**src/rtl/ddr_wr.sv**
```systemverilog
// rtl/ddr_wr.sv - capture-path DDR write master
// Packs 32-bit pixels into 256-bit words, buffers them, and issues one data beat plus one write command per word.
module ddr_wr #(
  parameter int WORDS_PER_LINE = 30,
  parameter int LINES          = 160,
  parameter int ADDR_STEP      = 8,
  parameter int FIFO_DEPTH     = 4
) (
  input  logic         clk,
  input  logic         rst,
  input  logic         init_calib_complete,
  input  logic         frame_start,
  input  logic         pix_valid,
  input  logic [31:0]  pix_data,
  input  logic         ddr_cmd_rdy,
  output logic [2:0]   ddr_cmd,
  output logic         ddr_cmd_en,
  output logic [28:0]  ddr_wr_addr,
  input  logic         ddr_wr_data_rdy,
  output logic [255:0] ddr_wr_data,
  output logic         ddr_wr_data_en,
  output logic         ddr_wr_data_end,
  output logic [31:0]  ddr_wr_data_mask,
  output logic         frame_done,
  output logic         overflow
);

  localparam int FRAME_WORDS = WORDS_PER_LINE * LINES;
  localparam int WCNT_W      = $clog2(FRAME_WORDS);
  localparam int PTR_W       = $clog2(FIFO_DEPTH);
  localparam logic [WCNT_W-1:0] LAST_WORD = WCNT_W'(FRAME_WORDS - 1);
  localparam logic [28:0]       STEP      = 29'(ADDR_STEP);
  localparam logic [PTR_W:0]    DEPTH     = (PTR_W + 1)'(FIFO_DEPTH);

  typedef enum logic [1:0] {IDLE, DATA, CMD} state_t;

  state_t              state_q, state_d;
  logic [2:0]          pack_cnt_q, pack_cnt_d;
  logic [255:0]        pack_buf_q, pack_buf_d;
  logic [255:0]        fifo_mem_q [FIFO_DEPTH];
  logic [PTR_W-1:0]    wptr_q, wptr_d, rptr_q, rptr_d;
  logic [PTR_W:0]      count_q, count_d;
  logic [255:0]        data_q, data_d;
  logic [28:0]         addr_q, addr_d;
  logic [WCNT_W-1:0]   wcnt_q, wcnt_d;
  logic                restart_q, restart_d;
  logic                frame_done_q, frame_done_d;
  logic                overflow_q, overflow_d;

  logic                pix_acc, word_done, fifo_full, fifo_empty;
  logic                push, pop, data_xfer, cmd_xfer;
  logic [2:0]          pack_base;
  logic [255:0]        pack_word;

  assign fifo_full  = (count_q == DEPTH);
  assign fifo_empty = (count_q == '0);
  assign data_xfer  = (state_q == DATA) && ddr_wr_data_rdy;
  assign cmd_xfer   = (state_q == CMD) && ddr_cmd_rdy;

  // frame_start clears the packer before the same-cycle pixel is stored as pixel 0.
  always_comb begin
    pix_acc    = pix_valid && init_calib_complete;
    pack_base  = frame_start ? 3'd0 : pack_cnt_q;
    pack_word  = pack_buf_q;
    pack_word[{pack_base, 5'b0} +: 32] = pix_data;
    word_done  = pix_acc && (pack_base == 3'd7);
    pack_cnt_d = pix_acc ? pack_base + 3'd1 : pack_base;
    pack_buf_d = pix_acc ? pack_word : pack_buf_q;
    push       = word_done && !fifo_full;
    overflow_d = overflow_q || (word_done && fifo_full);
  end

  always_comb begin
    state_d      = state_q;
    pop          = 1'b0;
    data_d       = data_q;
    addr_d       = addr_q;
    wcnt_d       = wcnt_q;
    restart_d    = restart_q;
    frame_done_d = 1'b0;
    case (state_q)
      IDLE: begin
        if (!fifo_empty && init_calib_complete && !frame_start) begin
          pop     = 1'b1;
          data_d  = fifo_mem_q[rptr_q];
          state_d = DATA;
        end
        if (frame_start) begin
          addr_d = '0;
          wcnt_d = '0;
        end
      end
      DATA: begin
        if (data_xfer) state_d = CMD;
        if (frame_start) restart_d = 1'b1;
      end
      CMD: begin
        if (cmd_xfer) begin
          state_d   = IDLE;
          restart_d = 1'b0;
          if (restart_q || frame_start || wcnt_q == LAST_WORD) begin
            addr_d       = '0;
            wcnt_d       = '0;
            frame_done_d = (wcnt_q == LAST_WORD) && !restart_q;
          end else begin
            addr_d = addr_q + STEP;
            wcnt_d = wcnt_q + 1'b1;
          end
        end else if (frame_start) begin
          restart_d = 1'b1;
        end
      end
      default: state_d = IDLE;
    endcase
  end

  always_comb begin
    wptr_d  = wptr_q;
    rptr_d  = rptr_q;
    count_d = count_q;
    if (frame_start) begin
      wptr_d  = '0;
      rptr_d  = '0;
      count_d = '0;
    end else begin
      if (push) wptr_d = wptr_q + 1'b1;
      if (pop)  rptr_d = rptr_q + 1'b1;
      if (push && !pop)      count_d = count_q + 1'b1;
      else if (pop && !push) count_d = count_q - 1'b1;
    end
  end

  always_ff @(posedge clk) begin
    if (push) fifo_mem_q[wptr_q] <= pack_word;
  end

  always_ff @(posedge clk or posedge rst) begin
    if (rst) begin
      state_q      <= IDLE;
      pack_cnt_q   <= '0;
      pack_buf_q   <= '0;
      wptr_q       <= '0;
      rptr_q       <= '0;
      count_q      <= '0;
      data_q       <= '0;
      addr_q       <= '0;
      wcnt_q       <= '0;
      restart_q    <= 1'b0;
      frame_done_q <= 1'b0;
      overflow_q   <= 1'b0;
    end else begin
      state_q      <= state_d;
      pack_cnt_q   <= pack_cnt_d;
      pack_buf_q   <= pack_buf_d;
      wptr_q       <= wptr_d;
      rptr_q       <= rptr_d;
      count_q      <= count_d;
      data_q       <= data_d;
      addr_q       <= addr_d;
      wcnt_q       <= wcnt_d;
      restart_q    <= restart_d;
      frame_done_q <= frame_done_d;
      overflow_q   <= overflow_d;
    end
  end

  assign ddr_cmd          = 3'd0;
  assign ddr_cmd_en       = cmd_xfer;
  assign ddr_wr_addr      = addr_q;
  assign ddr_wr_data      = data_q;
  assign ddr_wr_data_en   = data_xfer;
  assign ddr_wr_data_end  = data_xfer;
  assign ddr_wr_data_mask = 32'd0;
  assign frame_done       = frame_done_q;
  assign overflow         = overflow_q;

endmodule
```
**config.mk**
```make
export PLATFORM = sky130hd
export DESIGN_NAME = ddr_wr
export DESIGN_NICKNAME = d
export VERILOG_FILES = /design/src/rtl/ddr_wr.sv
export SDC_FILE = /design/constraint.sdc
export NUM_CORES = 2
export LEC_CHECK = 0
export CELL_PAD_IN_SITES_DETAIL_PLACEMENT = 0
export CELL_PAD_IN_SITES_GLOBAL_PLACEMENT = 1
export CORE_UTILIZATION = 40
export CTS_CLUSTER_SIZE = 25
export DETAILED_ROUTE_END_ITERATION = 10
export GPL_TIMING_DRIVEN = 0
export PLACE_DENSITY_LB_ADDON = 0.1
export SETUP_SLACK_MARGIN = 0.15
export SLEW_MARGIN = 20
export SYNTH_ARGS = -nofsm -noshare
export SYNTH_HDL_FRONTEND = slang
export SYNTH_SLANG_ARGS = --single-unit
```
**constraint.sdc**
```tcl
create_clock -name clk -period 16.5 [get_ports clk]
set_input_delay 1.65 -clock clk [delete_from_list [all_inputs] [get_ports clk]]
set_output_delay 1.65 -clock clk [all_outputs]
set_load 0.05 [all_outputs]
```
Yosys cells after proc, flatten, opt, wreduce, memory -nomap -nowiden

Memories as Yosys holds them, arrays and structs flattened. A register that Yosys moved wholly into a read port is not among the register bits.
Cells that the tools add are included.
W data, S select, Z words.

Output and inout bits: 325
Memory bits (writable): 1024
Register bits after elaboration: 313
Word-level logic and storage cells: 93
Memories: 1
Bits of input ports: 39

Memory list:

| memory     | words | width | rd ports | clocked after memory_dff | wr ports | line | source |
|---|---|---|---|---|---|---|---|
| fifo_mem_q | 4     | 256   | 1        | 1                        | 1        | 40   | `logic [255:0] fifo_mem_q [FIFO_DEPTH];` |

Add/subtract/negate cells: 8
Reduce and logical (&&, ||, !) cells: 30
Shift-type cells: 2
Eq/ne operators: 9
Multiplexer cells: 32

Operators with widths:

| operator                    | count |
|---|---|
| $bwmux W256                 | 1 |
| $shift A32 B10 Y256 const A | 1 |
| $shiftx A32 B10 Y256        | 1 |
| $mux W29                    | 3 |
| $pmux W29 S2                | 1 |
| $mux W13                    | 3 |
| $add A29 B4 Y29 const B     | 1 |
| $pmux W13 S2                | 1 |
| $mux W3                     | 5 |
| $mux W2                     | 7 |
| $add A13 B1 Y13 const B     | 1 |
| $eq A13 B13 Y1 const B      | 1 |
| $logic_and A1 B1 Y1         | 11 |
| $neg A8 Y10                 | 1 |
| $mux W1                     | 9 |
| $ne A2 B2 Y1 const B        | 4 |
| $reduce_bool A2 Y1          | 4 |
| $add A3 B1 Y3 const B       | 2 |
| $eq A3 B3 Y1 const B        | 2 |
| $logic_not A1 Y1            | 6 |
| $pmux W2 S3                 | 1 |
| $reduce_and A3 Y1           | 2 |
| $add A2 B1 Y2 const B       | 2 |
| $logic_not A3 Y1            | 1 |
| other kinds (8)             | 10 |

Logic depth before layout (Yosys ltp)

Depth in word-level cells: 10
Gate-level depth with buffers: 13
Gate-level depth less buffers: 11

Worst setup path after synthesis

No wires, ideal clock.

Path kind: input to register
Start point: input frame_start
End point: memory fifo_mem_q[0][0] (enable)
Data arrival time: 9005 ps
Stages: 9
Path buffers: 2
Path slack: 6846 ps
Library setup time: 649 ps
Data required time: 15851 ps
Cell sequence: clkbuf_1 clkbuf_1 nand2b_1 inv_1 ha_1 ha_1 nand3_1 a21oi_1 and2_1

Word-level cells in the longest chain between the ends: 6

RTL lines:

| element                       | line | source |
|---|---|---|
| start, declared               | 12   | `input logic frame_start,` |
| $mux W3                       | 63   | `pack_base = frame_start ? 3'd0 : pack_cnt_q;` |
| $eq A3 B3 Y1                  | 66   | `word_done = pix_acc && (pack_base == 3'd7);` |
| $logic_and A1 B1 Y1           | 66   |  |
| $logic_and A1 B1 Y1           | 69   | `push = word_done && !fifo_full;` |
| $mux W1                       | 134  | `if (push) fifo_mem_q[wptr_q] <= pack_word;` |
| $mux W1 (implied by the code) | 134  |  |
| end, declared                 | 40   |  |

Every way passes these cells.

Worst setup path in the final report

Start point: input frame_start
End point: memory fifo_mem_q[0][80] (enable)

The elaborated chain is that of the path after synthesis.

==> results_dict.tcl <==
set metrics [dict create \
    postCtsHoldBufs 0 \
    leakage_uw 0.0263 \
    fin_cells 6381 \
    placedCellCount 6053 \
    antenna_found_initial 19 \
    clkSinkCount 1590 \
    grt_overflow 0 \
    via_per_inst 5.21 \
    dpl.hpwl_um 108000 \
    setup_tns_ps 0 \
    drt_iter0_markers 2737 \
    final-max-slew-violation-count 0 \
    grt_pass1_vias 33989 \
    num_vias 33265 \
    power.density_nw_per_um2 113 \
    relSlewSlack_pct 21.7 \
    drv_cap 0 \
    syn_area_um2 61600 \
    synth-edff-count 1024 \
    wl_um 162000 \
    crit_arrival_ps 5880 \
    hold_viol_final 0 \
    grt_max_degree 47 \
    yosysSeqAreaShare_pct 72.9 \
    rsz0062_at_grt "false" \
    io_pins 364 \
    fin_crit_ps 5420 \
    wl_per_cell_um 25.4 \
    tightest_slew_ps 1170 \
    die_h_um 395 \
    fillers 13043 \
    post-route-period-util_pct 32.8 \
    cts.clk_slew.worst_paths_ps 60 \
    initial_core_util_pct 40.4 \
    cts_buffers 171 \
    track_usage_pct 21.0 \
    portBuffers 324 \
    synth_seq_cells 1590 \
    area_growth_pct 20.7 \
    cts_tree "built" \
    dr.pass1.iters 6 \
    antenna_left 0 \
    yosysWarningCount 0 \
    endpoint_kind "register" \
    dieArea_um2 156000 \
    hold_path_class "reg2reg" \
    synth_cells 3610 \
    place.gp.congestion 0.758 \
    core_um2 152000 \
    cp.required_ps 16960 \
    syn_avg_cell_area_um2 17.1 \
    vdd_drop_max_mv 0.0898 \
    die_w_um 395 \
    ctsLongestPathBuffers 3 \
    cts_max_level 4 \
    post_cts_buffers 0 \
    num_rows 143 \
    drive_above_1_share_pct 23.6 \
    crit_type "in2reg" \
    start_kind "input pin" \
    fmax_mhz 185 \
    reg2reg_slack_ps 12300 \
    root_buffer "clkbuf_16" \
    nets 4254 \
    ys_types 43 \
    grt_pass1_wl_um 238000 \
    skew_ps 20.1 \
    async_reset_ff_share_pct 35.6 \
    setup_viol 0 \
    insertion_delay_ps 790 \
    post_cts_resized 0 \
    outcome "finished, final reports clean" \
    synth-main-ff-cell "edfxtp_1" \
    drc 0 \
    power.total_uw 8390 \
    cp_max_fo 46 \
]
[worst paths after layout]
check                                          endpoint                   startpoint  cells past startpoint
max reg2reg                 fifo_mem_q[0][80]$_DFFE_PP_      pack_cnt_q[0]$_DFF_PP0_                     11
max                         fifo_mem_q[0][80]$_DFFE_PP_                  frame_start                     13
min reg2reg                 pack_buf_q[115]$_DFFE_PP0P_  pack_buf_q[115]$_DFFE_PP0P_                      2
min                         pack_buf_q[115]$_DFFE_PP0P_  pack_buf_q[115]$_DFFE_PP0P_                      2
max in group asynchronous   ddr_wr_addr[22]$_DFFE_PP0P_                          rst                      8
min in group asynchronous  ddr_wr_data[206]$_DFFE_PP0P_                          rst                      2
[synthesized netlist by cell type (5+ instances only)]
cell	instances	area [µm²]
edfxtp_1	1024	30700
dfrtp_1	566	14200
nand2_1	504	1890
o21ai_0	393	1970
mux2_2	356	4010
mux4_2	256	5770
clkbuf_1	182	683
nor2_1	46	173
buf_4	39	293
mux2_4	30	450
nand3_1	26	130
xor2_1	20	175
ha_1	17	213
inv_1	16	60.1
xnor2_1	14	123
buf_1	13	48.8
nand4_1	13	81.3
nor3_1	12	60.1
and2_1	11	68.8
a21oi_1	8	40.0
and3_1	6	37.5
nor2b_1	6	37.5
buf_6	5	56.3
nand2b_1	5	31.3
nand3b_1	5	37.5
or3_1	5	31.3
[critical path: stages]
cell	delay [ps]
clkbuf_1	290
clkbuf_1	380
nand2b_1	310
inv_1	130
ha_1	160
ha_1	270
nand3_1	100
a21oi_1	700
and2_4	590
buf_16	300
buf_16	300
buf_16	280
buf_16	300
[final cells by class]
| type | instances | area, µm² | share of cell area, % |
|---|---|---|---|
| tap | 2030 | 2540 | 3.41 |
| sequential | 1590 | 44900 | 60.4 |
| timing repair buffer | 377 | 4430 | 5.95 |
| antenna | 3 | 7.51 | 0.0101 |
| buffer | 241 | 1100 | 1.48 |
| clock inverter | 96 | 858 | 1.15 |
| clock buffer | 228 | 4740 | 6.37 |
| inverter | 16 | 63.8 | 0.0858 |
| multi-input combinational | 1800 | 15700 | 21.1 |
[state kept, by name (all words and copies together) (netlist names), 2 cells and up]
register / flops
rptr_q: 2
wcnt_q: 13
count_q: 3
pack_buf_q: 256
fifo_mem_q: 1024
ddr_wr_addr: 26
wptr_q: 2
ddr_wr_data: 256
state_q: 2
pack_cnt_q: 3
[metrics by stage]
| stage | instance area (µm²) | utilization (%) | hold slack, ps | setup WS, ps |
|---|---|---|---|---|
| final | 74400 | 48.8 | 475 | 11080 |
| after global routing | 74400 | 48.8 | 499 | 10770 |
| after CTS | 74400 | 48.8 | 482 | 11010 |
| after detailed placement | 68800 | 45.1 | 465 | 10170 |
| after global placement | 67600 | 44.3 | 461 | 173 |
| after floorplan | 61800 | - | 434 | 6850 |
[where the power goes]
part / switching, µW / internal [µW]
sequential: 19.8 / 4290
combinational: 179 / 111
clock: 1590 / 2200
[metal layers]
layer | wire length (µm) | track usage [%] | up-vias
li1 | - | - | 14758
met1 | 72000 | 29.5 | 17466
met2 | 77000 | 33.2 | 852
met3 | 9600 | 4.35 | 189
met4 | 3260 | 5.44 | 0
met5 | 0 | 0 | -
[placed cells by master (no fill, tap or decap), types with 6 or more instances in the layout]
cell type	count
edfxtp_1	1024
dfrtp_1	566
nand2_1	504
o21ai_0	393
mux2_2	356
clkdlybuf4s50_1	316
mux4_2	256
clkbuf_1	209
clkbuf_16	175
nor2_1	46
buf_4	39
clkinv_2	39
conb_1	38
mux2_4	30
clkinv_1	29
buf_12	27
nand3_1	26
buf_16	24
xor2_1	20
ha_1	17
clkbuf_8	16
inv_1	15
xnor2_1	14
nand4_1	13
buf_1	13
nor3_1	11
bufinv_16	11
buf_2	10
clkbuf_2	10
a21oi_1	8
buf_6	7
and2_1	7
nor2b_1	6
and3_1	6
clkinvlp_4	6
[kinds of logic (layout without fill, tap and decap cells)]
logic type	after synthesis	count (layout)	share of synthesized area [%]
mux	644	644	16.6
simple gates	656	656	4.41
flops	1590	1590	72.9
compound gates	410	410	3.37
other cells	1	41	0.00608
xor+xnor	34	34	0.483
buf+inv	257	958	1.87
fa+ha+maj	18	18	0.378
(Power assumes the default switching activity.)
